<file path="config.mk">
export PLATFORM = sky130hd
export DESIGN_NAME = mux_scan_ctrl_flat
export DESIGN_NICKNAME = d
export VERILOG_FILES = /design/src/rtl/mux_scan_ctrl_if.sv /design/src/rtl/mux_scan_ctrl.sv /design/src/flat_wrapper.sv
export SDC_FILE = /design/constraint.sdc
export NUM_CORES = 1
export LEC_CHECK = 0
export CAP_MARGIN = 5
export CORE_UTILIZATION = 35
export DETAILED_ROUTE_END_ITERATION = 12
export PLACE_DENSITY = 0.62
export SYNTH_ARGS = -nofsm -noshare
export SYNTH_HDL_FRONTEND = slang
export SYNTH_SLANG_ARGS = --single-unit
</file>
<file path="constraint.sdc">
create_clock -name clk -period 2.7 [get_ports clk]
set_input_delay 0.405 -clock clk [delete_from_list [all_inputs] [get_ports clk]]
set_output_delay 0.405 -clock clk [all_outputs]
set_load 0.02 [all_outputs]
</file>
<file path="src/rtl/mux_scan_ctrl_if.sv">
// mux_scan_ctrl_if
//   Bundles the sequencer's request/data/mux/status signals.
//   master : the requesting side plus the external 8:1 mux (drives start,
//            data_in, mux_y; observes everything else).
//   slave  : the mux_scan_ctrl sequencer itself.
//   Signals:
//     start, data_in[7:0]  scan request and the word to serialize
//     mux_y                output y of the external 8:1 mux
//     mux_in[7:0], sel[2:0] registered data bus and select toward the mux
//     busy, done           activity flag and one-cycle completion pulse
//     ser_out, ser_valid   LSB-first serial stream and its qualifier
//     cap_word[7:0], err   word rebuilt from mux_y and sticky mismatch flag
interface mux_scan_ctrl_if;
   logic       start;
   logic [7:0] data_in;
   logic       mux_y;
   logic [7:0] mux_in;
   logic [2:0] sel;
   logic       busy;
   logic       ser_out;
   logic       ser_valid;
   logic [7:0] cap_word;
   logic       done;
   logic       err;

   modport master (
      output start, data_in, mux_y,
      input  mux_in, sel, busy, ser_out, ser_valid, cap_word, done, err
   );

   modport slave (
      input  start, data_in, mux_y,
      output mux_in, sel, busy, ser_out, ser_valid, cap_word, done, err
   );
endinterface

</file>
<file path="src/rtl/mux_scan_ctrl.sv">
// mux_scan_ctrl
//   Upstream sequencer for the 8:1 mux (always_8_1mux). On an accepted start
//   it latches data_in onto the mux data bus, steps the select 0..7 one per
//   clock, samples mux_y back each cycle and emits it as an LSB-first serial
//   stream, rebuilds the word in cap_word and sets a sticky err on any
//   disagreement between mux_y and the bit that should have been selected.
//   Ports:
//     clk    rising-edge clock
//     reset  asynchronous, active-high reset
//     bus    mux_scan_ctrl_if.slave (start, data_in, mux_y in; mux_in, sel,
//            busy, ser_out, ser_valid, cap_word, done, err out)
//   Parameters: N_CH (=8) mux channels, SEL_W (=log2(N_CH)) select width.
//   Optional build macro MUX_SCAN_PARITY_EN: appends one PARITY cycle after
//   the scan that emits even parity of cap_word on ser_out, delaying done.
module mux_scan_ctrl #(
   parameter int N_CH  = 8,
   parameter int SEL_W = 3
) (
   input logic            clk,
   input logic            reset,
   mux_scan_ctrl_if.slave bus
);

   typedef enum logic [1:0] {
      S_IDLE,
      S_SCAN,
      S_PARITY,
      S_DONE
   } state_t;

   state_t state, state_nxt;
   logic   last_sel;
   logic   busy_c;
   logic   done_c;

   assign last_sel = (bus.sel == SEL_W'(N_CH - 1));

   always_ff @(posedge clk or posedge reset) begin
      if (reset) state <= S_IDLE;
      else       state <= state_nxt;
   end

   always_comb begin
      state_nxt = state;
      busy_c    = 1'b1;
      done_c    = 1'b0;
      case (state)
         S_IDLE: begin
            busy_c = 1'b0;
            if (bus.start) state_nxt = S_SCAN;
         end
         S_SCAN: begin
            if (last_sel) begin
`ifdef MUX_SCAN_PARITY_EN
               state_nxt = S_PARITY;
`else
               state_nxt = S_DONE;
`endif
            end
         end
         S_PARITY: state_nxt = S_DONE;
         S_DONE: begin
            done_c    = 1'b1;
            state_nxt = S_IDLE;
         end
         default: state_nxt = S_IDLE;
      endcase
   end

   assign bus.busy = busy_c;
   assign bus.done = done_c;

   always_ff @(posedge clk or posedge reset) begin
      if (reset) begin
         bus.mux_in    <= '0;
         bus.sel       <= '0;
         bus.ser_out   <= 1'b0;
         bus.ser_valid <= 1'b0;
         bus.cap_word  <= '0;
         bus.err       <= 1'b0;
      end else begin
         case (state)
            S_IDLE: begin
               bus.ser_valid <= 1'b0;
               if (bus.start) begin
                  bus.mux_in   <= bus.data_in;
                  bus.sel      <= '0;
                  bus.cap_word <= '0;
                  bus.err      <= 1'b0;
               end
            end
            S_SCAN: begin
               bus.ser_out           <= bus.mux_y;
               bus.ser_valid         <= 1'b1;
               bus.cap_word[bus.sel] <= bus.mux_y;
               // Case inequality so an X/Z on mux_y also flags a mismatch.
               if (bus.mux_y !== bus.mux_in[bus.sel]) bus.err <= 1'b1;
               // sel parks on the last channel rather than wrapping.
               if (!last_sel) bus.sel <= bus.sel + SEL_W'(1);
            end
            S_PARITY: begin
               bus.ser_out   <= ^bus.cap_word;
               bus.ser_valid <= 1'b1;
            end
            S_DONE: begin
               bus.ser_valid <= 1'b0;
            end
            default: begin
               bus.ser_valid <= 1'b0;
            end
         endcase
      end
   end

endmodule
</file>
<file path="src/flat_wrapper.sv">
// flat-port wrapper written by rule: the top's interface ports become plain ports
module mux_scan_ctrl_flat 
#(
   parameter int N_CH  = 8,
   parameter int SEL_W = 3
)
  (clk, reset, bus_start, bus_data_in, bus_mux_y, bus_mux_in, bus_sel, bus_busy, bus_ser_out, bus_ser_valid, bus_cap_word, bus_done, bus_err);
  mux_scan_ctrl_if bus_i ();
  input logic clk;
  input logic reset;
  input wire logic [$bits(bus_i.start)-1:0] bus_start;
  input wire logic [$bits(bus_i.data_in)-1:0] bus_data_in;
  input wire logic [$bits(bus_i.mux_y)-1:0] bus_mux_y;
  output wire logic [$bits(bus_i.mux_in)-1:0] bus_mux_in;
  output wire logic [$bits(bus_i.sel)-1:0] bus_sel;
  output wire logic [$bits(bus_i.busy)-1:0] bus_busy;
  output wire logic [$bits(bus_i.ser_out)-1:0] bus_ser_out;
  output wire logic [$bits(bus_i.ser_valid)-1:0] bus_ser_valid;
  output wire logic [$bits(bus_i.cap_word)-1:0] bus_cap_word;
  output wire logic [$bits(bus_i.done)-1:0] bus_done;
  output wire logic [$bits(bus_i.err)-1:0] bus_err;
  assign bus_i.start = bus_start;
  assign bus_i.data_in = bus_data_in;
  assign bus_i.mux_y = bus_mux_y;
  assign bus_mux_in = bus_i.mux_in;
  assign bus_sel = bus_i.sel;
  assign bus_busy = bus_i.busy;
  assign bus_ser_out = bus_i.ser_out;
  assign bus_ser_valid = bus_i.ser_valid;
  assign bus_cap_word = bus_i.cap_word;
  assign bus_done = bus_i.done;
  assign bus_err = bus_i.err;
  mux_scan_ctrl #(.N_CH(N_CH), .SEL_W(SEL_W)) u_core (.clk(clk), .reset(reset), .bus(bus_i));
endmodule
</file>
==> reports/metrics.csv <==
metric,value,unit
layout cells sized above 1,10.6,%
critical path class,flop to output pin,
gr ovfl total,0,
DR vias,1072,
Vias/cell,5.20,
most common cell in the netlist,dfrtp_1,
Final HPWL DP,2.12,mm
first drt pass iteration count,5,
setup TNS,0,ps
slew margin rel.,61.9,%
cells after synthesis,126,
CP Capture Type,output pin,
fmax,454,MHz
Leak,0.000758,uW
Post CTS Setup Buffer Count,0,
CTS tree,yes,
GP Congestion,0.811,
library cells used by synthesis,30,
WL per Instance,13.7,um
DRT iter0 DRCs,28,
Critical Path Source Type,flop,
"EDFF count, synth",0,
clock transition at the registers of the reported paths,80,ps
Worst-Margin Slew,571,ps
Std-Cell Rows,21,
status,"finished, final reports clean",
Slew Limit Fails,0,
Synthesized Nets,145,
fraction of registers with async set/reset,100,%
port bufs,35,
power density over the cells,1220,mW/mm^2
first-pass GRT wire length,4.94,mm
Worst Path Max Fanout,5,
fin worst setup slack,496,ps
die area,0.00404,mm^2
final setup violation count,0,
vias in the first global route,1105,
antenna cell count,0,
post-synth top area share,45.3,%
Hold Buf Count CTS,0,
drt drc,0,
fin crit share,81.6,%
Syn Std Cell Area,0.00133,mm^2
clock sink count,24,
Synth Warn #,0,
RSZ-0062 raised after global routing,no,
"Top FF cell, synth",dfrtp_1,
Peak VDD IR,480,uV
pin count of the biggest net entering global routing,25,
largest area contributor in the netlist,dfrtp_1,
Layout area overhead,32.7,%
Initial Utilization,38.2,%
GRT Util Overall,15.7,%
register bit total from synthesis,24,
initial antenna violation count,0,
max cap viols,0,
number of I/O pins,36,
worst path required time,2300,ps
post-cts resize count,0,
Hold WS,483,ps
top post-synthesis cells by area,"dfrtp_1, mux2_2, ha_1, o21ai_0, xnor2_1",
Clock Path Buffers,2,
clk_lat worst skew,260,ps
root buf cell,clkbuf_8,
fin crit period,2200,ps
post-route ant nets,0,
clk_skew,2.80,ps
CP arrival,1800,ps
Die X,63.6,um
core area,0.00347,mm^2
Final nets,181,
final wirelength,2.83,mm
die height,63.6,um
Synth top cells by count,"dfrtp_1, o21ai_0, nand2_1",
Mean Syn Cell Area,10.5,um^2
Hold WC Path Type,input port to async pin,
sequential area share after synthesis,45.3,%
CTS Buf Count,3,
Final Hold Viols,0,
Max H-tree Level,1,
dpl ws,552,ps
## state kept, by name (all words and copies together), names as in the netlist
| name | flops |
|---|---|
| u_core.bus.sel | 3 |
| u_core.bus.ser_valid | 1 |
| u_core.state | 2 |
| u_core.bus.ser_out | 1 |
| u_core.bus.err | 1 |
| u_core.bus.mux_in | 8 |
| u_core.bus.cap_word | 8 |
## metal layers
metal	up-vias	part of all wire, %	track usage (%)
li1	513	-	-
met1	514	43	17.3
met2	38	50	28.2
met3	7	4.6	2.72
met4	0	2.4	8.24
met5	-	0	0
## final cells by class
type,count,area [um^2]
timing repair buffer,37,365
tap,46,57.6
fill,327,1710
sequential,24,601
clock buffer,3,41.3
multi-input combinational,89,669
inverter,7,26.3
## placed cells by master (no fill, tap or decap)
master	synthesis	routed
ha_1	7	7
a22o_1	5	5
nand2_1	13	13
o31ai_1	1	1
nor3_1	1	1
xnor2_1	7	7
nor2b_1	2	2
dfrtp_1	24	24
nand4_1	1	1
a31oi_1	1	1
clkbuf_8	0	3
nor3b_1	1	1
mux2i_1	1	1
clkdlybuf4s50_1	0	35
mux2_2	10	10
o22ai_1	1	1
a21oi_1	5	5
mux4_1	2	2
buf_4	0	2
a221o_1	1	1
a31o_2	2	2
nand2b_1	3	3
o21ai_0	16	16
o21a_1	1	1
nand3_1	1	1
clkinv_1	1	1
a32o_1	1	1
nor2_1	5	5
inv_1	6	6
xor2_1	1	1
## kinds of logic (layout without fill, tap and decap cells)
| logic type | after synthesis | after routing | synth area share, % |
|---|---|---|---|
| multiplexers | 13 | 13 | 13.2 |
| adder cells (fa/ha/maj) | 7 | 7 | 6.60 |
| AND/OR/NAND/NOR | 27 | 27 | 9.25 |
| XOR/XNOR | 8 | 8 | 5.28 |
| buffers and inverters | 13 | 47 | 4.24 |
| flip-flops | 24 | 24 | 45.3 |
| AO/OA/AOI/OAI | 34 | 34 | 16.1 |
## report_power, final
group          switching (uW)  leakage, uW  internal (uW)  total (uW)
clock                     107    0.0000216           99.7         207
sequential                176     0.000303            511         687
combinational             614     0.000434            642        1260
## worst paths after layout
| path | startpoint | endpoint | slack (ps) | cells past startpoint |
|---|---|---|---|---|
| max | u_core.state[0]$_DFFE_PP0P_ | bus_busy | 500 | 4 |
| min | reset | u_core.bus.mux_in[1]$_DFFE_PP0P_ | 480 | 3 |
| max reg2reg | u_core.state[1]$_DFFE_PP0P_ | u_core.bus.cap_word[0]$_DFFE_PP0P_ | 530 | 6 |
| min reg2reg | u_core.bus.cap_word[6]$_DFFE_PP0P_ | u_core.bus.cap_word[6]$_DFFE_PP0P_ | 550 | 1 |
| max in group asynchronous | reset | u_core.bus.cap_word[5]$_DFFE_PP0P_ | 1980 | 3 |
| min in group clk | u_core.bus.cap_word[6]$_DFFE_PP0P_ | u_core.bus.cap_word[6]$_DFFE_PP0P_ | 550 | 1 |
## critical path, stage by stage, from the launching register on
cell and delay [ps]:
dfrtp_1 430, inv_1 90, ha_1 270, inv_1 120, clkdlybuf4s50_1 630
## metrics by stage
step | std cells | power (uW) | utilization (%) | cell area, um^2
3_5_place_dp | 203 | 1960 | 49.6 | 1720
3_3_place_gp | 203 | 1930 | 49.6 | 1720
6_report | 206 | 2150 | 50.8 | 1760
4_1_cts | 206 | 2170 | 50.8 | 1760
2_1_floorplan | 126 | 1510 | - | 1330
5_1_grt | 206 | 2330 | 50.8 | 1760
(Power assumes the default switching activity.)
==> RTL edit 1: new RTL, config.mk and constraints unchanged <==
The option `MUX_SCAN_PARITY_EN` is turned on by a define.
--- a/src/rtl/mux_scan_ctrl.sv
+++ b/src/rtl/mux_scan_ctrl.sv
@@ -12,6 +12,8 @@
 //   Parameters: N_CH (=8) mux channels, SEL_W (=log2(N_CH)) select width.
 //   Optional build macro MUX_SCAN_PARITY_EN: appends one PARITY cycle after
 //   the scan that emits even parity of cap_word on ser_out, delaying done.
+`define MUX_SCAN_PARITY_EN
+
 module mux_scan_ctrl #(
    parameter int N_CH  = 8,
    parameter int SEL_W = 3
Formal check against the unedited RTL: not equivalent (a bounded check fails within 10 cycles, from zero or initial values and one cycle with reset high).
==> RTL edit 1 against the unedited design <==
Sequential cell count did not move; power rose by 6.9%; final area up 1.8%; critical path depth unchanged; register-to-register slack improved by 0.11 ns; count of clock-buffer cells in the layout is 1 higher; critical endpoint unchanged; first-iteration DRC count rose by 32%; worst hold slack got worse by 0.013 ns; global-route usage increased by 0.31 points; setup slack worse by 0.040 ns; wire length rose by 7.4%; combinational power rose by 6%; largest cell class unchanged; final cell count up 1.9%; synthesized area rose by 1.4%.
==> RTL edit 1: results (changes against the unedited design) <==
Layout
  – Number of fill cells: 346 (was 327)
  – Number of nets in the final layout: 182 (was 181)
  – N_diodes: 0 (unchanged)
  – Fraction of layout cells with a size suffix above 1: 10.49% (was 10.63%)

Drt
  – DR pass1 iterations: 4 (was 5)
  – Via density: 5.276 (was 5.204)
  – First-iteration detailed-routing DRC count: 37 (was 28)
  – Average wire per cell in the routed design: 14.48 um (was 13.74 um)

Placement
  – Placed Instances: 206 (was 203)
  – Final Wtd Congestion: 0.8191 (was 0.8112)
  – HPWL after detailed placement: 2.239 mm (was 2.119 mm)

Synthesis
  – Gate count of the mapped netlist: 128 (was 126)
  – Adder and majority cell fraction of the synthesized area: 6.512% (was 6.604%)
  – Total nets after synthesis: 147 (was 145)
  – Leading post-synthesis cells by cell area: sky130_fd_sc_hd__dfrtp_1 (45%), sky130_fd_sc_hd__mux2_2 (8.4%), sky130_fd_sc_hd__ha_1 (6.5%) (was sky130_fd_sc_hd__dfrtp_1 (45%), sky130_fd_sc_hd__mux2_2 (8.5%), sky130_fd_sc_hd__ha_1 (6.6%))
  – Synthesized-area fraction occupied by ao, oa, aoi and oai cells: 16.28% (was 16.13%)
  – Multiplexer share of the synthesized area: 13.77% (was 13.21%)
  – Post-synthesis share of cell area spent on xor and xnor gates: 5.209% (was 5.283%)
  – Sequential fraction of the synthesis area: 44.65% (was 45.28%)

Timing
  – Skew final: 0.007497 ns (was 0.002800 ns)
  – Max transition margin: 60.16% (was 61.91%)

Power
  – Static Leak: 0.7528 nW (was 0.7578 nW)
  – IR Drop Worst-Case VDD: 0.6465 mV (was 0.4798 mV)

Outcome
  – Status: complete, no violations (unchanged)

Global route
  – Vias in the first global route: 1,154 (was 1,105)
  – Wire length of the first global-routing pass: 5.119 mm (was 4.940 mm)
  – GR Util All Layers: 15.98% (was 15.67%)

Worst hold path
  – Worst hold-check path type: in -> async (unchanged)

Critical path
  – Worst path arrival time: 1.84 ns (was 1.80 ns)
-- RTL edit 1: cell count changes after synthesis, moves of 2 or more --
cell                      delta
sky130_fd_sc_hd__a22o_1      -2
sky130_fd_sc_hd__a21oi_1     +2
sky130_fd_sc_hd__o21ai_0     -3
sky130_fd_sc_hd__nor3_1      +2
sky130_fd_sc_hd__nand2_1     -3
-- RTL edit 1: logic make-up after synthesis --
family,count (synthesis)
flip-flops,24
AO/OA/AOI/OAI,35
multiplexers,14
AND/OR/NAND/NOR,26
adder cells (fa/ha/maj),7
XOR/XNOR,8
buffers and inverters,14
-- RTL edit 1: cell type report --
cell class / count / share of cell area, %
inverters: 7 / 1.466
multi-input cells: 90 / 38.20
repair buffers: 37 / 20.39
clock buffers: 4 / 3.073
well taps: 48 / 3.352
flip-flops and latches: 24 / 33.52
-- RTL edit 1: worst paths after layout --
check	start	to	slack [ns]	cells after the start
max reg2reg	u_core.bus.sel[0]	u_core.bus.sel[0]	0.64	5
min reg2reg	u_core.bus.mux_in[2]	u_core.bus.mux_in[2]	0.54	1
max	u_core.state[0]	bus_busy	0.46	4
min	reset	u_core.bus.mux_in[3]	0.47	3
max in group asynchronous	reset	u_core.bus.cap_word[7]	1.98	3
min in group clk	u_core.bus.mux_in[2]	u_core.bus.mux_in[2]	0.54	1
-- RTL edit 1: where the power goes --
| part | leakage [nW] | total (mW) | switching, mW | internal (mW) |
|---|---|---|---|---|
| clock network | 0.0288 | 0.249 | 0.119 | 0.130 |
| registers | 0.302 | 0.715 | 0.199 | 0.516 |
| logic | 0.422 | 1.33 | 0.656 | 0.678 |
| total | 0.753 | 2.30 | 0.974 | 1.32 |
-- RTL edit 1: through the flow --
step | area [sq um] | setup slack, ns
after floorplan | 1345 | 0.9958
after CTS | 1792 | 0.4570
after detailed placement | 1737 | 0.6573
final | 1792 | 0.4566
after global placement | 1737 | 0.7042
after global routing | 1792 | 0.3696
-- RTL edit 1: tightest hold or removal path, cell delays in order --
cell and delay (ns):
sky130_fd_sc_hd__clkdlybuf4s50_1 0.40, sky130_fd_sc_hd__inv_1 0.05, sky130_fd_sc_hd__buf_4 0.29
-- RTL edit 1: per-layer routing --
| metal | GRT usage [%] | vias up | part of all wire, % |
|---|---|---|---|
| met5 | 0 | - | 0 |
| met4 | 1.989 | 0 | 0 |
| met3 | 3.750 | 0 | 6.0 |
| met2 | 30.59 | 45 | 52 |
| met1 | 18.20 | 538 | 42 |
| li1 | - | 525 | - |
==> RTL edit 2: new RTL, same flow settings <==
Without the edit above. Encoding of `state_t`: now one-hot (4 bits for 4 states).
--- a/src/rtl/mux_scan_ctrl.sv
+++ b/src/rtl/mux_scan_ctrl.sv
@@ -21,11 +21,11 @@
    mux_scan_ctrl_if.slave bus
 );
 
-   typedef enum logic [1:0] {
-      S_IDLE,
-      S_SCAN,
-      S_PARITY,
-      S_DONE
+   typedef enum logic [3:0] {
+      S_IDLE   = 4'b0001,
+      S_SCAN   = 4'b0010,
+      S_PARITY = 4'b0100,
+      S_DONE   = 4'b1000
    } state_t;
 
    state_t state, state_nxt;
Formal check against the unedited RTL: no difference found for any inputs over 10 cycles, from zero or initial values and one cycle with reset high; not proved beyond that.
==> RTL edit 2 against the unedited design <==
Final area down 11%; synthesized area down 14%; critical path type unchanged; sequential cell count up 1; power down 29%; non-clock buffer count down 1; setup slack better by 0.052 ns; final cell count down 15%; fmax up 2.4%; highest routed layer unchanged; wire length down 17%.
==> RTL edit 2: results (changes against the unedited design) <==
Synthesis
  – Leading post-synthesis cells by cell area: sky130_fd_sc_hd__dfrtp_1 (52%), sky130_fd_sc_hd__mux2_2 (7.9%), sky130_fd_sc_hd__o21ai_0 (4.4%) (was sky130_fd_sc_hd__dfrtp_1 (45%), sky130_fd_sc_hd__mux2_2 (8.5%), sky130_fd_sc_hd__ha_1 (6.6%))
  – Post-synthesis share of cell area spent on xor and xnor gates: 0.7650% (was 5.283%)
  – Sequential fraction of the synthesis area: 54.75% (was 45.28%)
  – Total nets after synthesis: 111 (was 145)
  – Synth Area per Inst: 11.80 sq um (was 10.53 sq um)
  – Synthesized-area fraction occupied by ao, oa, aoi and oai cells: 14.32% (was 16.13%)
  – Distinct cell type count of the synthesized netlist: 33 (was 30)

Timing
  – Worst Tran Pin Value: 0.5468 ns (was 0.5713 ns)
  – Top achievable clock speed: 464.7 MHz (was 453.8 MHz)

Critical path
  – Worst path arrival time: 1.75 ns (was 1.80 ns)
  – Worst reg2reg setup slack: 0.85 ns (was 0.53 ns)
  – Biggest cell delay along the critical path: 0.72 ns (was 0.63 ns)
  – Largest fanout of any net on the critical path: 16 (was 5)

Placement
  – HPWL after detailed placement: 1.745 mm (was 2.119 mm)
  – Final Wtd Congestion: 0.7457 (was 0.8112)
  – Post-DP Area: 0.001538 sq mm (was 0.001719 sq mm)
  – Worst slack at placement: 0.6314 ns (was 0.5515 ns)

Outcome
  – Status: complete, no violations (unchanged)

CTS
  – Clock insertion delay at the later pin of the skew report: 0.32 ns (was 0.26 ns)
  – Library cell used as clock root buffer: sky130_fd_sc_hd__clkbuf_4 (was sky130_fd_sc_hd__clkbuf_8)
  – Clock edge transition at the registers on the reported setup and hold paths: 0.14 ns (was 0.08 ns)

Power
  – P_sw: 0.5896 mW (was 0.8976 mW)
  – Static Leak: 0.6667 nW (was 0.7578 nW)
  – Cell Pwr Density: 974.0 mW/mm^2 (was 1221 mW/mm^2)
  – Power in combinational cells: 0.742 mW (was 1.26 mW)

Global route
  – Maximum number of pins on one net before global-route repair: 26 (was 25)
  – Vias in the first global route: 898 (was 1,105)
  – GR Util All Layers: 15.61% (was 15.67%)

Layout
  – Largest registers in the final layout: u_core.bus.cap_word (8), u_core.bus.mux_in (8) (was u_core.bus.cap_word (8), u_core.bus.mux_in (8), u_core.bus.sel (3))
  – Fraction of layout cells with a size suffix above 1: 15.91% (was 10.63%)

Drt
  – DRT Wirelength: 2.358 mm (was 2.831 mm)
  – Via density: 5.034 (was 5.204)
  – Via count: 886 (was 1,072)
-- RTL edit 2: cell count changes after synthesis, moves of 3 or more --
cell                      unedited run  this run
sky130_fd_sc_hd__nand2_1            13         5
sky130_fd_sc_hd__xnor2_1             7         0
sky130_fd_sc_hd__o21ai_0            16        10
sky130_fd_sc_hd__ha_1                7         2
sky130_fd_sc_hd__a22o_1              5         1
sky130_fd_sc_hd__o31ai_1             1         5
sky130_fd_sc_hd__a31oi_1             1         4
-- RTL edit 2: routing by layer --
| metal | wire length (um) | up-vias | part of all wire, % | GRT usage, % |
|---|---|---|---|---|
| met3 | 128 | 4 | 5.4 | 3.712 |
| met1 | 1091 | 425 | 46 | 20.17 |
| li1 | - | 426 | - | - |
| met2 | 1121 | 31 | 48 | 25.04 |
| met4 | 17 | 0 | 0.72 | 6.463 |
| met5 | 0 | - | 0 | 0 |
-- RTL edit 2: final cells by class --
cell class              instances  area (sq um)
well taps                      44         55.05
flip-flops and latches         25         626.9
clock buffers                   3         22.52
multi-input cells              61         470.5
clock inverters                 1         5.005
fillers                       288          1513
repair buffers                 36         357.8
inverters                       6         27.53
-- RTL edit 2: final timing paths --
| path | depth (start not counted) | from | to |
|---|---|---|---|
| min | 3 | reset | u_core.bus.mux_in[7] |
| max reg2reg | 5 | u_core.bus.sel[0] | u_core.bus.sel[0] |
| min in group clk | 2 | u_core.bus.ser_out | u_core.bus.ser_out |
| max | 1 | u_core.bus.sel[0] | bus_sel[0] |
| min reg2reg | 2 | u_core.bus.ser_out | u_core.bus.ser_out |
| max in group asynchronous | 3 | reset | u_core.state[0] |
